[src/rtl/axi4_lite_master_adapter_pkg.sv]
// Shared types for the AXI4-Lite master adapter: response codes, FSM encoding
// and the captured request record.
package axi4_lite_master_adapter_pkg;

  typedef enum logic [1:0] {
    AXI_RESP_OKAY   = 2'd0,
    AXI_RESP_EXOKAY = 2'd1,
    AXI_RESP_SLVERR = 2'd2,
    AXI_RESP_DECERR = 2'd3
  } axi_resp_e;

  typedef logic [2:0] state_t;

  localparam state_t ST_IDLE    = 3'd0;
  localparam state_t ST_WR_REQ  = 3'd1;
  localparam state_t ST_WR_RESP = 3'd2;
  localparam state_t ST_RD_REQ  = 3'd3;
  localparam state_t ST_RD_RESP = 3'd4;
  localparam state_t ST_RSP     = 3'd5;

  // Request fields are sized for the widest supported bus; narrower
  // instances use the low bits only.
  localparam int REQ_ADDR_MAX = 64;
  localparam int REQ_DATA_MAX = 64;
  localparam int REQ_STRB_MAX = 8;

  typedef struct packed {
    logic                    write;
    logic [REQ_ADDR_MAX-1:0] addr;
    logic [REQ_DATA_MAX-1:0] wdata;
    logic [REQ_STRB_MAX-1:0] wstrb;
    logic [2:0]              prot;
  } req_t;

  function automatic logic [1:0] resp_with_id_check(input logic id_ok, input logic [1:0] resp);
    return id_ok ? resp : AXI_RESP_SLVERR;
  endfunction

endpackage

[src/rtl/axi4_lite_master_adapter_if.sv]
// AXI4-Lite manager-side bus bundle; master modport is the initiator view.
interface axi4_lite_master_adapter_if #(
  parameter int ID_WIDTH   = 1,
  parameter int ADDR_WIDTH = 12,
  parameter int DATA_WIDTH = 32,
  parameter int BYTE_COUNT = DATA_WIDTH / 8
);

  logic [ID_WIDTH-1:0]   awid;
  logic [ADDR_WIDTH-1:0] awaddr;
  logic [2:0]            awprot;
  logic                  awvalid;
  logic                  awready;

  logic [DATA_WIDTH-1:0] wdata;
  logic [BYTE_COUNT-1:0] wstrb;
  logic                  wvalid;
  logic                  wready;

  logic [ID_WIDTH-1:0]   bid;
  logic [1:0]            bresp;
  logic                  bvalid;
  logic                  bready;

  logic [ID_WIDTH-1:0]   arid;
  logic [ADDR_WIDTH-1:0] araddr;
  logic [2:0]            arprot;
  logic                  arvalid;
  logic                  arready;

  logic [ID_WIDTH-1:0]   rid;
  logic [DATA_WIDTH-1:0] rdata;
  logic [1:0]            rresp;
  logic                  rvalid;
  logic                  rready;

  modport master (
    output awid, awaddr, awprot, awvalid, input awready,
    output wdata, wstrb, wvalid, input wready,
    input bid, bresp, bvalid, output bready,
    output arid, araddr, arprot, arvalid, input arready,
    input rid, rdata, rresp, rvalid, output rready
  );

  modport slave (
    input awid, awaddr, awprot, awvalid, output awready,
    input wdata, wstrb, wvalid, output wready,
    output bid, bresp, bvalid, input bready,
    input arid, araddr, arprot, arvalid, output arready,
    output rid, rdata, rresp, rvalid, input rready
  );

endinterface

[src/rtl/axi4_lite_master_adapter.sv]
// Single-outstanding command port to AXI4-Lite manager bridge. A request is
// captured, issued on AW+W or AR, and the B/R outcome is held on the rsp port.
module axi4_lite_master_adapter
  import axi4_lite_master_adapter_pkg::*;
#(
  parameter int AXI_ID_WIDTH   = 1,
  parameter int AXI_ADDR_WIDTH = 12,
  parameter int AXI_DATA_WIDTH = 32,  // 32 or 64
  parameter int AXI_ID_VALUE   = 0,
  parameter int AXI_BYTE_COUNT = AXI_DATA_WIDTH / 8
) (
  input  logic                      aclk,
  input  logic                      reset,

  input  logic                      req_valid,
  output logic                      req_ready,
  input  logic                      req_write,
  input  logic [AXI_ADDR_WIDTH-1:0] req_addr,
  input  logic [AXI_DATA_WIDTH-1:0] req_wdata,
  input  logic [AXI_BYTE_COUNT-1:0] req_wstrb,
  input  logic [2:0]                req_prot,

  output logic                      rsp_valid,
  input  logic                      rsp_ready,
  output logic [AXI_DATA_WIDTH-1:0] rsp_rdata,
  output logic [1:0]                rsp_resp,

  output state_t                    dbg_state,

  axi4_lite_master_adapter_if.master m_axi
);

  // Every channel transfers on a rising aclk edge where valid && ready. A
  // source never withdraws valid or changes payload before that edge; all
  // valids driven here are flops and all readies decode state only.

  localparam logic [AXI_ID_WIDTH-1:0] ID_CONST = AXI_ID_WIDTH'(AXI_ID_VALUE);

  state_t                    state_q, state_d;
  req_t                      cmd_q, cmd_d;
  logic                      awvalid_q, awvalid_d;
  logic                      wvalid_q, wvalid_d;
  logic                      arvalid_q, arvalid_d;
  logic                      aw_done_q, aw_done_d;
  logic                      w_done_q, w_done_d;
  logic [AXI_DATA_WIDTH-1:0] rsp_rdata_q, rsp_rdata_d;
  logic [1:0]                rsp_resp_q, rsp_resp_d;

  logic aw_hs, w_hs, ar_hs;
  logic unused_cmd_bits;

  assign aw_hs = awvalid_q & m_axi.awready;
  assign w_hs  = wvalid_q & m_axi.wready;
  assign ar_hs = arvalid_q & m_axi.arready;

  always_comb begin
    state_d     = state_q;
    cmd_d       = cmd_q;
    awvalid_d   = awvalid_q;
    wvalid_d    = wvalid_q;
    arvalid_d   = arvalid_q;
    aw_done_d   = aw_done_q;
    w_done_d    = w_done_q;
    rsp_rdata_d = rsp_rdata_q;
    rsp_resp_d  = rsp_resp_q;

    case (state_q)
      ST_IDLE: begin
        if (req_valid) begin
          cmd_d.write = req_write;
          cmd_d.addr  = REQ_ADDR_MAX'(req_addr);
          cmd_d.wdata = REQ_DATA_MAX'(req_wdata);
          cmd_d.wstrb = REQ_STRB_MAX'(req_wstrb);
          cmd_d.prot  = req_prot;
          if (req_write) begin
            state_d   = ST_WR_REQ;
            awvalid_d = 1'b1;
            wvalid_d  = 1'b1;
            aw_done_d = 1'b0;
            w_done_d  = 1'b0;
          end else begin
            state_d   = ST_RD_REQ;
            arvalid_d = 1'b1;
          end
        end
      end

      ST_WR_REQ: begin
        if (aw_hs) begin
          awvalid_d = 1'b0;
          aw_done_d = 1'b1;
        end
        if (w_hs) begin
          wvalid_d = 1'b0;
          w_done_d = 1'b1;
        end
        // AW and W complete independently; leave once both have transferred.
        if ((aw_done_q | aw_hs) && (w_done_q | w_hs)) begin
          state_d = ST_WR_RESP;
        end
      end

      ST_WR_RESP: begin
        if (m_axi.bvalid) begin
          rsp_resp_d  = resp_with_id_check(m_axi.bid == ID_CONST, m_axi.bresp);
          rsp_rdata_d = '0;
          state_d     = ST_RSP;
        end
      end

      ST_RD_REQ: begin
        if (ar_hs) begin
          arvalid_d = 1'b0;
          state_d   = ST_RD_RESP;
        end
      end

      ST_RD_RESP: begin
        if (m_axi.rvalid) begin
          rsp_resp_d  = resp_with_id_check(m_axi.rid == ID_CONST, m_axi.rresp);
          rsp_rdata_d = m_axi.rdata;
          state_d     = ST_RSP;
        end
      end

      ST_RSP: begin
        if (rsp_ready) begin
          state_d = ST_IDLE;
        end
      end

      default: begin
        state_d   = ST_IDLE;
        awvalid_d = 1'b0;
        wvalid_d  = 1'b0;
        arvalid_d = 1'b0;
      end
    endcase
  end

  always_ff @(posedge aclk or posedge reset) begin
    if (reset) begin
      state_q     <= ST_IDLE;
      cmd_q       <= '0;
      awvalid_q   <= 1'b0;
      wvalid_q    <= 1'b0;
      arvalid_q   <= 1'b0;
      aw_done_q   <= 1'b0;
      w_done_q    <= 1'b0;
      rsp_rdata_q <= '0;
      rsp_resp_q  <= '0;
    end else begin
      state_q     <= state_d;
      cmd_q       <= cmd_d;
      awvalid_q   <= awvalid_d;
      wvalid_q    <= wvalid_d;
      arvalid_q   <= arvalid_d;
      aw_done_q   <= aw_done_d;
      w_done_q    <= w_done_d;
      rsp_rdata_q <= rsp_rdata_d;
      rsp_resp_q  <= rsp_resp_d;
    end
  end

  assign req_ready = (state_q == ST_IDLE);
  assign rsp_valid = (state_q == ST_RSP);
  assign rsp_rdata = rsp_rdata_q;
  assign rsp_resp  = rsp_resp_q;
  assign dbg_state = state_q;

  assign m_axi.awid    = ID_CONST;
  assign m_axi.awaddr  = cmd_q.addr[AXI_ADDR_WIDTH-1:0];
  assign m_axi.awprot  = cmd_q.prot;
  assign m_axi.awvalid = awvalid_q;
  assign m_axi.wdata   = cmd_q.wdata[AXI_DATA_WIDTH-1:0];
  assign m_axi.wstrb   = cmd_q.wstrb[AXI_BYTE_COUNT-1:0];
  assign m_axi.wvalid  = wvalid_q;
  assign m_axi.bready  = (state_q == ST_WR_RESP);
  assign m_axi.arid    = ID_CONST;
  assign m_axi.araddr  = cmd_q.addr[AXI_ADDR_WIDTH-1:0];
  assign m_axi.arprot  = cmd_q.prot;
  assign m_axi.arvalid = arvalid_q;
  assign m_axi.rready  = (state_q == ST_RD_RESP);

  // Upper bits of the wide request record and the write flag are not needed
  // once the FSM has branched.
  assign unused_cmd_bits = ^cmd_q;

endmodule

[src/flat_wrapper.sv]
// flat-port wrapper written by rule: the top's interface ports become plain ports
module axi4_lite_master_adapter_flat import axi4_lite_master_adapter_pkg::*;
#(
  parameter int AXI_ID_WIDTH   = 1,
  parameter int AXI_ADDR_WIDTH = 12,
  parameter int AXI_DATA_WIDTH = 32,             
  parameter int AXI_ID_VALUE   = 0,
  parameter int AXI_BYTE_COUNT = AXI_DATA_WIDTH / 8
)
  (aclk, reset, req_valid, req_ready, req_write, req_addr, req_wdata, req_wstrb, req_prot, rsp_valid, rsp_ready, rsp_rdata, rsp_resp, dbg_state, m_axi_awid, m_axi_awaddr, m_axi_awprot, m_axi_awvalid, m_axi_awready, m_axi_wdata, m_axi_wstrb, m_axi_wvalid, m_axi_wready, m_axi_bid, m_axi_bresp, m_axi_bvalid, m_axi_bready, m_axi_arid, m_axi_araddr, m_axi_arprot, m_axi_arvalid, m_axi_arready, m_axi_rid, m_axi_rdata, m_axi_rresp, m_axi_rvalid, m_axi_rready);
  axi4_lite_master_adapter_if #(.ID_WIDTH((1)), .ADDR_WIDTH((12)), .DATA_WIDTH((32)), .BYTE_COUNT((4))) m_axi_i ();
  input  logic aclk;
  input  logic reset;
  input  logic req_valid;
  output logic req_ready;
  input  logic req_write;
  input  logic [AXI_ADDR_WIDTH-1:0] req_addr;
  input  logic [AXI_DATA_WIDTH-1:0] req_wdata;
  input  logic [AXI_BYTE_COUNT-1:0] req_wstrb;
  input  logic [2:0] req_prot;
  output logic rsp_valid;
  input  logic rsp_ready;
  output logic [AXI_DATA_WIDTH-1:0] rsp_rdata;
  output logic [1:0] rsp_resp;
  output state_t dbg_state;
  output wire logic [$bits(m_axi_i.awid)-1:0] m_axi_awid;
  output wire logic [$bits(m_axi_i.awaddr)-1:0] m_axi_awaddr;
  output wire logic [$bits(m_axi_i.awprot)-1:0] m_axi_awprot;
  output wire logic [$bits(m_axi_i.awvalid)-1:0] m_axi_awvalid;
  input wire logic [$bits(m_axi_i.awready)-1:0] m_axi_awready;
  output wire logic [$bits(m_axi_i.wdata)-1:0] m_axi_wdata;
  output wire logic [$bits(m_axi_i.wstrb)-1:0] m_axi_wstrb;
  output wire logic [$bits(m_axi_i.wvalid)-1:0] m_axi_wvalid;
  input wire logic [$bits(m_axi_i.wready)-1:0] m_axi_wready;
  input wire logic [$bits(m_axi_i.bid)-1:0] m_axi_bid;
  input wire logic [$bits(m_axi_i.bresp)-1:0] m_axi_bresp;
  input wire logic [$bits(m_axi_i.bvalid)-1:0] m_axi_bvalid;
  output wire logic [$bits(m_axi_i.bready)-1:0] m_axi_bready;
  output wire logic [$bits(m_axi_i.arid)-1:0] m_axi_arid;
  output wire logic [$bits(m_axi_i.araddr)-1:0] m_axi_araddr;
  output wire logic [$bits(m_axi_i.arprot)-1:0] m_axi_arprot;
  output wire logic [$bits(m_axi_i.arvalid)-1:0] m_axi_arvalid;
  input wire logic [$bits(m_axi_i.arready)-1:0] m_axi_arready;
  input wire logic [$bits(m_axi_i.rid)-1:0] m_axi_rid;
  input wire logic [$bits(m_axi_i.rdata)-1:0] m_axi_rdata;
  input wire logic [$bits(m_axi_i.rresp)-1:0] m_axi_rresp;
  input wire logic [$bits(m_axi_i.rvalid)-1:0] m_axi_rvalid;
  output wire logic [$bits(m_axi_i.rready)-1:0] m_axi_rready;
  assign m_axi_awid = m_axi_i.awid;
  assign m_axi_awaddr = m_axi_i.awaddr;
  assign m_axi_awprot = m_axi_i.awprot;
  assign m_axi_awvalid = m_axi_i.awvalid;
  assign m_axi_i.awready = m_axi_awready;
  assign m_axi_wdata = m_axi_i.wdata;
  assign m_axi_wstrb = m_axi_i.wstrb;
  assign m_axi_wvalid = m_axi_i.wvalid;
  assign m_axi_i.wready = m_axi_wready;
  assign m_axi_i.bid = m_axi_bid;
  assign m_axi_i.bresp = m_axi_bresp;
  assign m_axi_i.bvalid = m_axi_bvalid;
  assign m_axi_bready = m_axi_i.bready;
  assign m_axi_arid = m_axi_i.arid;
  assign m_axi_araddr = m_axi_i.araddr;
  assign m_axi_arprot = m_axi_i.arprot;
  assign m_axi_arvalid = m_axi_i.arvalid;
  assign m_axi_i.arready = m_axi_arready;
  assign m_axi_i.rid = m_axi_rid;
  assign m_axi_i.rdata = m_axi_rdata;
  assign m_axi_i.rresp = m_axi_rresp;
  assign m_axi_i.rvalid = m_axi_rvalid;
  assign m_axi_rready = m_axi_i.rready;
  axi4_lite_master_adapter #(.AXI_ID_WIDTH(AXI_ID_WIDTH), .AXI_ADDR_WIDTH(AXI_ADDR_WIDTH), .AXI_DATA_WIDTH(AXI_DATA_WIDTH), .AXI_ID_VALUE(AXI_ID_VALUE), .AXI_BYTE_COUNT(AXI_BYTE_COUNT)) u_core (.aclk(aclk), .reset(reset), .req_valid(req_valid), .req_ready(req_ready), .req_write(req_write), .req_addr(req_addr), .req_wdata(req_wdata), .req_wstrb(req_wstrb), .req_prot(req_prot), .rsp_valid(rsp_valid), .rsp_ready(rsp_ready), .rsp_rdata(rsp_rdata), .rsp_resp(rsp_resp), .dbg_state(dbg_state), .m_axi(m_axi_i));
endmodule
[config.mk]
export PLATFORM = sky130hd
export DESIGN_NAME = axi4_lite_master_adapter_flat
export DESIGN_NICKNAME = d
export VERILOG_FILES = /design/src/rtl/axi4_lite_master_adapter_pkg.sv /design/src/rtl/axi4_lite_master_adapter_if.sv /design/src/rtl/axi4_lite_master_adapter.sv /design/src/flat_wrapper.sv
export SDC_FILE = /design/constraint.sdc
export NUM_CORES = 1
export LEC_CHECK = 0
export ABC_AREA = 0
export BUFFER_PORTS_ARGS = -buffer_cell sky130_fd_sc_hd__buf_2
export CAP_MARGIN = 10
export CELL_PAD_IN_SITES_DETAIL_PLACEMENT = 1
export CELL_PAD_IN_SITES_GLOBAL_PLACEMENT = 2
export CORE_ASPECT_RATIO = 0.7
export CORE_MARGIN = 1.5
export CORE_UTILIZATION = 27
export DETAILED_ROUTE_END_ITERATION = 6
export PLACE_DENSITY = 0.9
export REMOVE_ABC_BUFFERS = 1
export SETUP_SLACK_MARGIN = 0.3
export SYNTH_ARGS = -nofsm -noshare
export SYNTH_HDL_FRONTEND = slang
export SYNTH_SLANG_ARGS = --single-unit
[constraint.sdc]
create_clock -name aclk -period 3.58 [get_ports aclk]
set_input_delay 0.537 -clock aclk [delete_from_list [all_inputs] [get_ports aclk]]
set_output_delay 0.537 -clock aclk [all_outputs]
set_load 0.005 [all_outputs]
# After elaboration in Yosys (flattened, before gate mapping)
# Index checks and enable logic that the tools add are counted.
dict set report classes {
  eq_ne 15
  mux 32
  bitwise 7
  n_reduce_logical 14
}
# cell count
set ops {}
lappend ops {{32-bit two-way mux} 2}
lappend ops {{32-bit case mux with 2 select lines} 1}
lappend ops {{4-bit AND reduction} 5}
lappend ops {{3-bit two-way mux} 6}
lappend ops {{3-bit case mux with 6 select lines} 1}
lappend ops {{2-bit by 1-bit inequality test with 1-bit output (second input constant)} 6}
lappend ops {{1-bit two-way mux} 11}
lappend ops {{2-bit two-way mux} 5}
lappend ops {{1-bit case mux with 3 select lines} 3}
lappend ops {{2-bit inequality test (second input constant)} 4}
lappend ops {{4-bit OR reduction} 2}
lappend ops {{3-bit by 2-bit equality test with 1-bit output (second input constant)} 2}
lappend ops {{3-bit equality test (second input constant)} 2}
lappend ops {{6-bit AND reduction} 1}
lappend ops {{1-bit case mux with 2 select lines} 2}
lappend ops {{2-bit case mux with 2 select lines} 1}
lappend ops {{2-bit nonzero test} 2}
lappend ops {{1-bit bitwise AND} 3}
lappend ops {{3-bit by 1-bit equality test with 1-bit output (second input constant)} 1}
lappend ops {{3-bit logical NOT} 1}
lappend ops {{3-bit AND reduction} 1}
lappend ops {{1-bit inverter} 2}
lappend ops {{1-bit OR} 2}
lappend ops {{2-bit AND reduction} 1}
lappend ops {{1-bit logical AND} 1}
dict set report word_totals {
  ff_bits 93
  in_bits 99
  output_inout_bits 112
  word_cells 80
}

# Depth between registers and ports, before layout
# Gate-level depths: netlist of the first run.
dict set report logic_depth {
  depth_word 5
  mapped_depth 7
  depth_no_buf 5
}

# Worst setup path before layout of the first run
# Ideal clock, no wire load.
dict set report synth_timing {
  path_kind {register -> register}
  from {register u_core.state_q[1], in the netlist u_core.dbg_state[1]}
  to {register u_core.cmd_q, in the netlist u_core.m_axi.araddr[0]}
  setup_time_ns 0.125
  arrival_ns 1.642
  t_required_ns 3.455
  path_slack_ns 1.813
  stages_incl_launch_ff 7
  path_buffers 3
  period_less_slack_ns 1.767
  cell_sequence {dfrtp_1 -> buf_4 -> nor3_2 -> and2_1 -> buf_2 -> buf_4 -> mux2_2}
}
dict set report synth_via {
  elab_chain_len 2
}
# item line
set synth_lines {}
lappend synth_lines {{start, declared} axi4_lite_master_adapter.sv:39} ;# state_t state_q, state_d;
lappend synth_lines {{start signal, assigned} axi4_lite_master_adapter.sv:153} ;# state_q <= state_d;
lappend synth_lines {{3-bit logical NOT} --}
lappend synth_lines {{named net req_ready} flat_wrapper.sv:15} ;# output logic req_ready;
lappend synth_lines {{2-bit AND reduction (no source line)} --}
lappend synth_lines {{end signal, assigned} axi4_lite_master_adapter.sv:154} ;# cmd_q <= cmd_d;
lappend synth_lines {{end, declared} axi4_lite_master_adapter.sv:40} ;# req_t cmd_q, cmd_d;
# The timed path passes the listed nets, and every way through them passes these cells.
# A chain may end at the register's enable or synchronous reset.

# Final worst setup path of the first run
dict set report layout_timing {
  from {register u_core.state_q[0], in the netlist u_core.dbg_state[0]}
  to {register u_core.cmd_q, in the netlist u_core.m_axi.wstrb[3]}
}
dict set report layout_via {
  elab_chain_len 2
}
# item line
set layout_lines {}
lappend layout_lines {{3-bit logical NOT} axi4_lite_master_adapter.sv:67} ;# case (state_q)
lappend layout_lines {{2-bit AND reduction (no source line)} --}
# No other way between the ends.

==> reports/results.ini, run 1 <==
[detailed_routing]
wl_per_cell_microns=15.6
via_per_inst=4.39
dr.first_iter.drc_count=78
ant_nets=0
dr.pass1.iters=4
drcViolationCount=0
routed_wl_mm=10.2
num_vias=2883

[clock_network]
clk_path_buf_depth=2
clk_pin_slew_ns=0.07
root_buffer=clkbuf_16
postCtsSetupBuffers=0
numCtsBuffers=9
ctsResizeCount=0
cts_tree=yes
cts_sinks=93
postCtsHoldBufs=0
clkLatencyLatePin_ns=0.33
htree_levels=3

[setup_path]
worst-path-max-fanout=50
worstPathRequired_ns=3.80
cp-start-kind=register
worst-setup-path-type=reg2reg
cp-end-kind=register
cp.arrival_ns=2.59
r2r_slack_ns=1.21

[floorplanning]
die_x_microns=145
initial_core_util_pct=27.5
dieHeight_microns=102
dieArea_sq_um=14900
core_area_sq_um=13900
io_pins=211
row_count=36

[yosys]
yosysUniqueCellTypes=32
syn-instance-count=270
yosys.area.top_type=dfrtp_1
synth_compound_area_share_pct=12.3
synth-seq-cells=93
avgSynthCellArea_sq_um=14.1
netlist_area_sq_um=3810
synth-simple-area-share_pct=4.07
synthXorXnorAreaFrac_pct=0
synthMuxAreaShare_pct=15.9
synth_fa_ha_area_share_pct=0.328
synth_top_area_share_pct=61.0
ys_warn_count=0
synth_top_family_by_area=multiplexers
synth_area_leaders=dfrtp_1 (61%), mux2_2 (15%), a22o_1 (7.4%), buf_4 (4.5%), buf_2 (1.2%)
yosysSeqAreaShare_pct=61.0

[timing]
worst_slew_pin_slew_ns=0.964
clock_skew_ns=0.0111
rsz0062_at_grt=false
hold_violations=0
setup_viol_count_final=0
max_slew_margin_pct=35.7
timing.setup.tns_ns=0
final.min_clock_period_ns=2.37
finalMaxSlewViolations=0
fin_crit_sh_pct=66.2
timing.fmax_ghz=0.422
final.setup.worst_slack_ns=1.21

[global_route]
grt_remaining_overflow=0
grt_usage_pct=14.2
antenna_found_initial=0
grt_pass1_wl_mm=16.5
grt_max_degree=57
grt_pass1_vias=3094

[layout]
syn2layout_area_growth_pct=37.5
fin_nets=562
n_antenna_cell=0
layout-drive-gt1-share_pct=61.7

[power_and_ir_drop]
powerDensity_nw_per_um2=898
max-vdd-ir-drop_uv=338
p_leak_nw=2.64

[placement]
place_congestion=0.747
dp_slack_ns=1.20
io_buffers=208
place_hpwl_mm=7.83

[status]
status=complete, no violations

[flow_run]
maxCapViolCount=0

[min_path]
hp-class=in2async

[where the power goes]
group / internal [mW] / switching, mW
logic: 0.999 / 0.819
registers: 1.53 / 0.336
clock network: 0.632 / 0.388
total: 3.16 / 1.54
[synthesized netlist by cell type, drive strengths merged]
| cell | number |
|---|---|
| nor4 | 1 |
| a211oi | 1 |
| and3 | 1 |
| a31oi | 4 |
| a21oi | 7 |
| a2111oi | 1 |
| conb | 1 |
| o31ai | 2 |
| and2 | 2 |
| ha | 1 |
| mux2i | 2 |
| mux2 | 52 |
| nand2 | 4 |
| a22o | 32 |
| nand2b | 3 |
| inv | 6 |
| o32a | 2 |
| o22ai | 1 |
| o31a | 1 |
| o22a | 1 |
| nor3 | 6 |
| dfrtp | 93 |
| nor3b | 1 |
| o21ai | 4 |
| buf | 32 |
| nand3 | 2 |
| nor2 | 7 |
[path summary, 6_finish.rpt]
| check | startpoint | endpoint | depth (start not counted) |
|---|---|---|---|
| max in group asynchronous | reset | u_core.m_axi.awvalid | 3 |
| setup reg to reg | u_core.dbg_state[0] | u_core.m_axi.wstrb[3] | 4 |
| min in group aclk | m_axi_rdata[3] | u_core.rsp_rdata[3] | 2 |
| setup / recovery | u_core.dbg_state[0] | u_core.m_axi.wstrb[3] | 4 |
| hold reg to reg | u_core.rsp_resp[0] | u_core.rsp_resp[0] | 2 |
| hold / removal | reset | u_core.m_axi.araddr[11] | 2 |
[worst max-delay path, cell delays in order (launching register included)]
cell     delay [ns]
dfrtp_1        0.62
nor3_2         0.42
and2_2         0.22
buf_4          0.53
mux2_2         0.42
[logic make-up (layout without fill, tap and decap cells)]
logic type,after synthesis,after routing
flops,93,93
compound gates,56,56
mux,54,54
buf+inv,38,234
simple gates,27,27
fa+ha+maj,1,1
other cells,1,2
[registers in the layout, summed over array words and instances (netlist names), 2 cells and up]
signal / count
u_core.m_axi.wdata: 32
u_core.rsp_rdata: 32
u_core.m_axi.araddr: 12
u_core.m_axi.wstrb: 4
u_core.dbg_state: 3
u_core.m_axi.arprot: 3
u_core.rsp_resp: 2
[metal layers]
layer	vias up	track usage, %	wire [microns]
met2	120	22.3	4750
met4	0	4.28	99
met3	10	5.09	751
met5	-	0	0
li1	1344	-	-
met1	1409	18.5	4650
[stage by stage]
stage | power, mW | area, sq um | hold WS [ns] | std cells | util [%]
floorplan | 2.82 | 3600 | 0.473 | 239 | -
global placement | 3.64 | 4920 | 0.460 | 641 | 35.4
detailed placement | 3.74 | 4920 | 0.473 | 641 | 35.4
CTS | 4.80 | 5240 | 0.402 | 657 | 37.8
global route | 5.07 | 5240 | 0.399 | 657 | 37.8
finish | 4.71 | 5240 | 0.382 | 657 | 37.8
[final cells by class]
cell class                      instances  area [sq um]
Fill cell                            1593          8630
Sequential cell                        93          2330
Multi-Input combinational cell        140          1260
Timing Repair Buffer                  212          1070
Clock buffer                           11           243
Tap cell                              190           238
Clock inverter                          5          83.8
Inverter                                6          23.8
[cell usage in the layout (no fill, tap or decap), drive strengths merged]
cell type and instances:
buf 212, dfrtp 93, mux2 52, a22o 32, clkbuf 11, a21oi 7, nor2 7, nor3 6
inv 5, nand2 4, a31oi 4, o21ai 4, nand2b 3, o31ai 2, nand3 2, o32a 2
mux2i 2, conb 2, bufinv 2, clkinvlp 2, and2 2, clkinv 2, o22a 1, o22ai 1
and3 1, a211oi 1, a2111oi 1, o31a 1, nor4 1, nor3b 1, ha 1
Power figures use the tool's default switching activity.
==> run 2, diff against run 1 <==
ABC_AREA = 1   (was 0)
CORE_UTILIZATION = 25   (was 27)
PLACE_DENSITY = 0.91   (was 0.9)
clock period = 2.3 ns   (was 3.58 ns; I/O delays follow)
==> reports/results.ini, run 2 <==
[status]
status=complete, no violations

[floorplanning]
row_count=39
io_pins=211
initial_core_util_pct=25.7
dieArea_sq_um=17700
die_x_microns=158
core_area_sq_um=16400
dieHeight_microns=112

[timing]
worst_slew_pin_slew_ns=0.573
rsz0062_at_grt=false
timing.fmax_ghz=0.532
setup_viol_count_final=0
max_slew_margin_pct=61.8
clock_skew_ns=0.00336
final.min_clock_period_ns=1.88
finalMaxSlewViolations=0
fin_crit_sh_pct=81.8
final.setup.worst_slack_ns=0.419
hold_violations=0

[yosys]
netlist_area_sq_um=4230
yosysSeqAreaShare_pct=55.1
synth.most_common_cell=nand2_1
synth_edf_count=0
synth-seq-cells=93
async_flop_share_pct=100
ys_warn_count=0
syn-instance-count=494
synth_commonest_cells=nand2_1 (206), nand3_1 (96), dfrtp_1 (93), buf_4 (18), nand2_2 (14)
synth_top_area_share_pct=55.1
avgSynthCellArea_sq_um=8.55
yosysUniqueCellTypes=24
yosys.area.top_type=dfrtp_1
synth_area_leaders=dfrtp_1 (55%), nand2_1 (18%), nand3_1 (11%), buf_4 (3.2%), buf_6 (2.4%)
synth_ff_type=dfrtp_1

[placement]
io_buffers=208
place_congestion=0.777
dp_cells=893
dp_slack_ns=0.523
place_hpwl_mm=9.83

[detailed_routing]
routed_wl_mm=13.3
dr.first_iter.drc_count=175
dr.pass1.iters=4
via_per_inst=4.31
ant_nets=0
drcViolationCount=0
num_vias=3923
wl_per_cell_microns=14.6

[global_route]
grt_max_degree=52
grt_pass1_vias=4039
grt_pass1_wl_mm=21.0
antenna_found_initial=0
grt_remaining_overflow=0
grt_usage_pct=15.2

[setup_path]
cp-end-kind=output pin
ff2ff_path_depth=7
cp-start-kind=register
worst-path-max-fanout=15
worstPathRequired_ns=1.96
cp.arrival_ns=1.54
worst-setup-path-type=reg2out

[layout]
layout-drive-gt1-share_pct=38.4
final_common_cell=buf_2
n_antenna_cell=0
fin_cells=910
layout_common_cells=buf_2 (208), nand2_1 (206), nand3_1 (96)
syn2layout_area_growth_pct=33.2
n_fill_cell=2062
multi_input_area_sq_um=1520
layout.area.seq_sq_um=2330
fin_nets=781

[clock_network]
cts_tree=yes
clkLatencyLatePin_ns=0.34
cts_sinks=93
htree_levels=3
clk_pin_slew_ns=0.06
root_buffer=clkbuf_16
clk_path_buf_depth=2
postCtsHoldBufs=0
numCtsBuffers=9

[power_and_ir_drop]
p_leak_nw=3.29
powerDensity_nw_per_um2=1330
max-vdd-ir-drop_uv=487

[min_path]
hp-class=in2async

[flow_run]
maxCapViolCount=0

-- run 2: what timing repair did --
action / in CTS / in global routing
resized for setup: 1 / 1
endpoints found under the setup margin: 1 / 1
pin swaps: 1 / 0
hold endpoints to repair: 0 / 0
setup buffers: 2 / 0
-- run 2: cell type report --
cell class	count	area share, %
tap	225	5.00
sequential	93	41.4
inverter	17	1.22
timing repair buffer	219	20.5
multi-input combinational	341	27.0
clock buffer	10	4.25
clock inverter	5	0.645
-- run 2: metal layers --
layer,global-route usage (%),share of wire [%]
met5,0,0
met4,3.36,0.83
met3,6.46,11
met2,23.7,42
met1,19.5,46
-- run 2: through the flow --
step / setup TNS [ns] / cell area (sq um) / utilization [%] / hold slack, ns / power (mW)
floorplan: -43.70 / 3910 / - / 0.442 / 4.47
global placement: 0 / 5330 / 32.4 / 0.424 / 6.02
detailed placement: 0 / 5330 / 32.4 / 0.424 / 6.13
CTS: 0 / 5620 / 34.2 / 0.0525 / 7.61
global route: 0 / 5630 / 34.2 / 0.0742 / 8.13
finish: 0 / 5630 / 34.2 / 0.0431 / 7.47
-- run 2: path summary, 6_finish.rpt --
kind | to | startpoint | slack (ns)
max | req_ready | u_core.dbg_state[1] | 0.42
min | u_core.m_axi.araddr[0] | reset | 0.04
max reg2reg | u_core.rsp_rdata[29] | u_core.dbg_state[0] | 0.58
min reg2reg | u_core.m_axi.wdata[18] | u_core.m_axi.wdata[18] | 0.47
max in group asynchronous | u_core.m_axi.wdata[0] | reset | 1.64
min in group aclk | u_core.m_axi.araddr[1] | req_addr[1] | 0.23
-- run 2: critical path, cell delays in order (launching register included) --
cell and delay (ns):
dfrtp_1 0.44, inv_2 0.16, nand2_2 0.13, nor2_4 0.14, buf_6 0.19, buf_2 0.13
-- run 2: kinds of logic after synthesis --
kind of cell	share of synthesized area [%]
AOI/OAI and AO/OA	0.888
DFF	55.1
adders and majority gates	0.296
other	0.0888
buffers and inverters	9.03
and+or+nand+nor	34.6
-- run 2: where the power goes --
part / internal, mW / total (mW) / switching [mW]
sequential: 2.35 / 2.82 / 0.468
combinational: 1.30 / 3.25 / 1.95
clock: 0.759 / 1.40 / 0.642
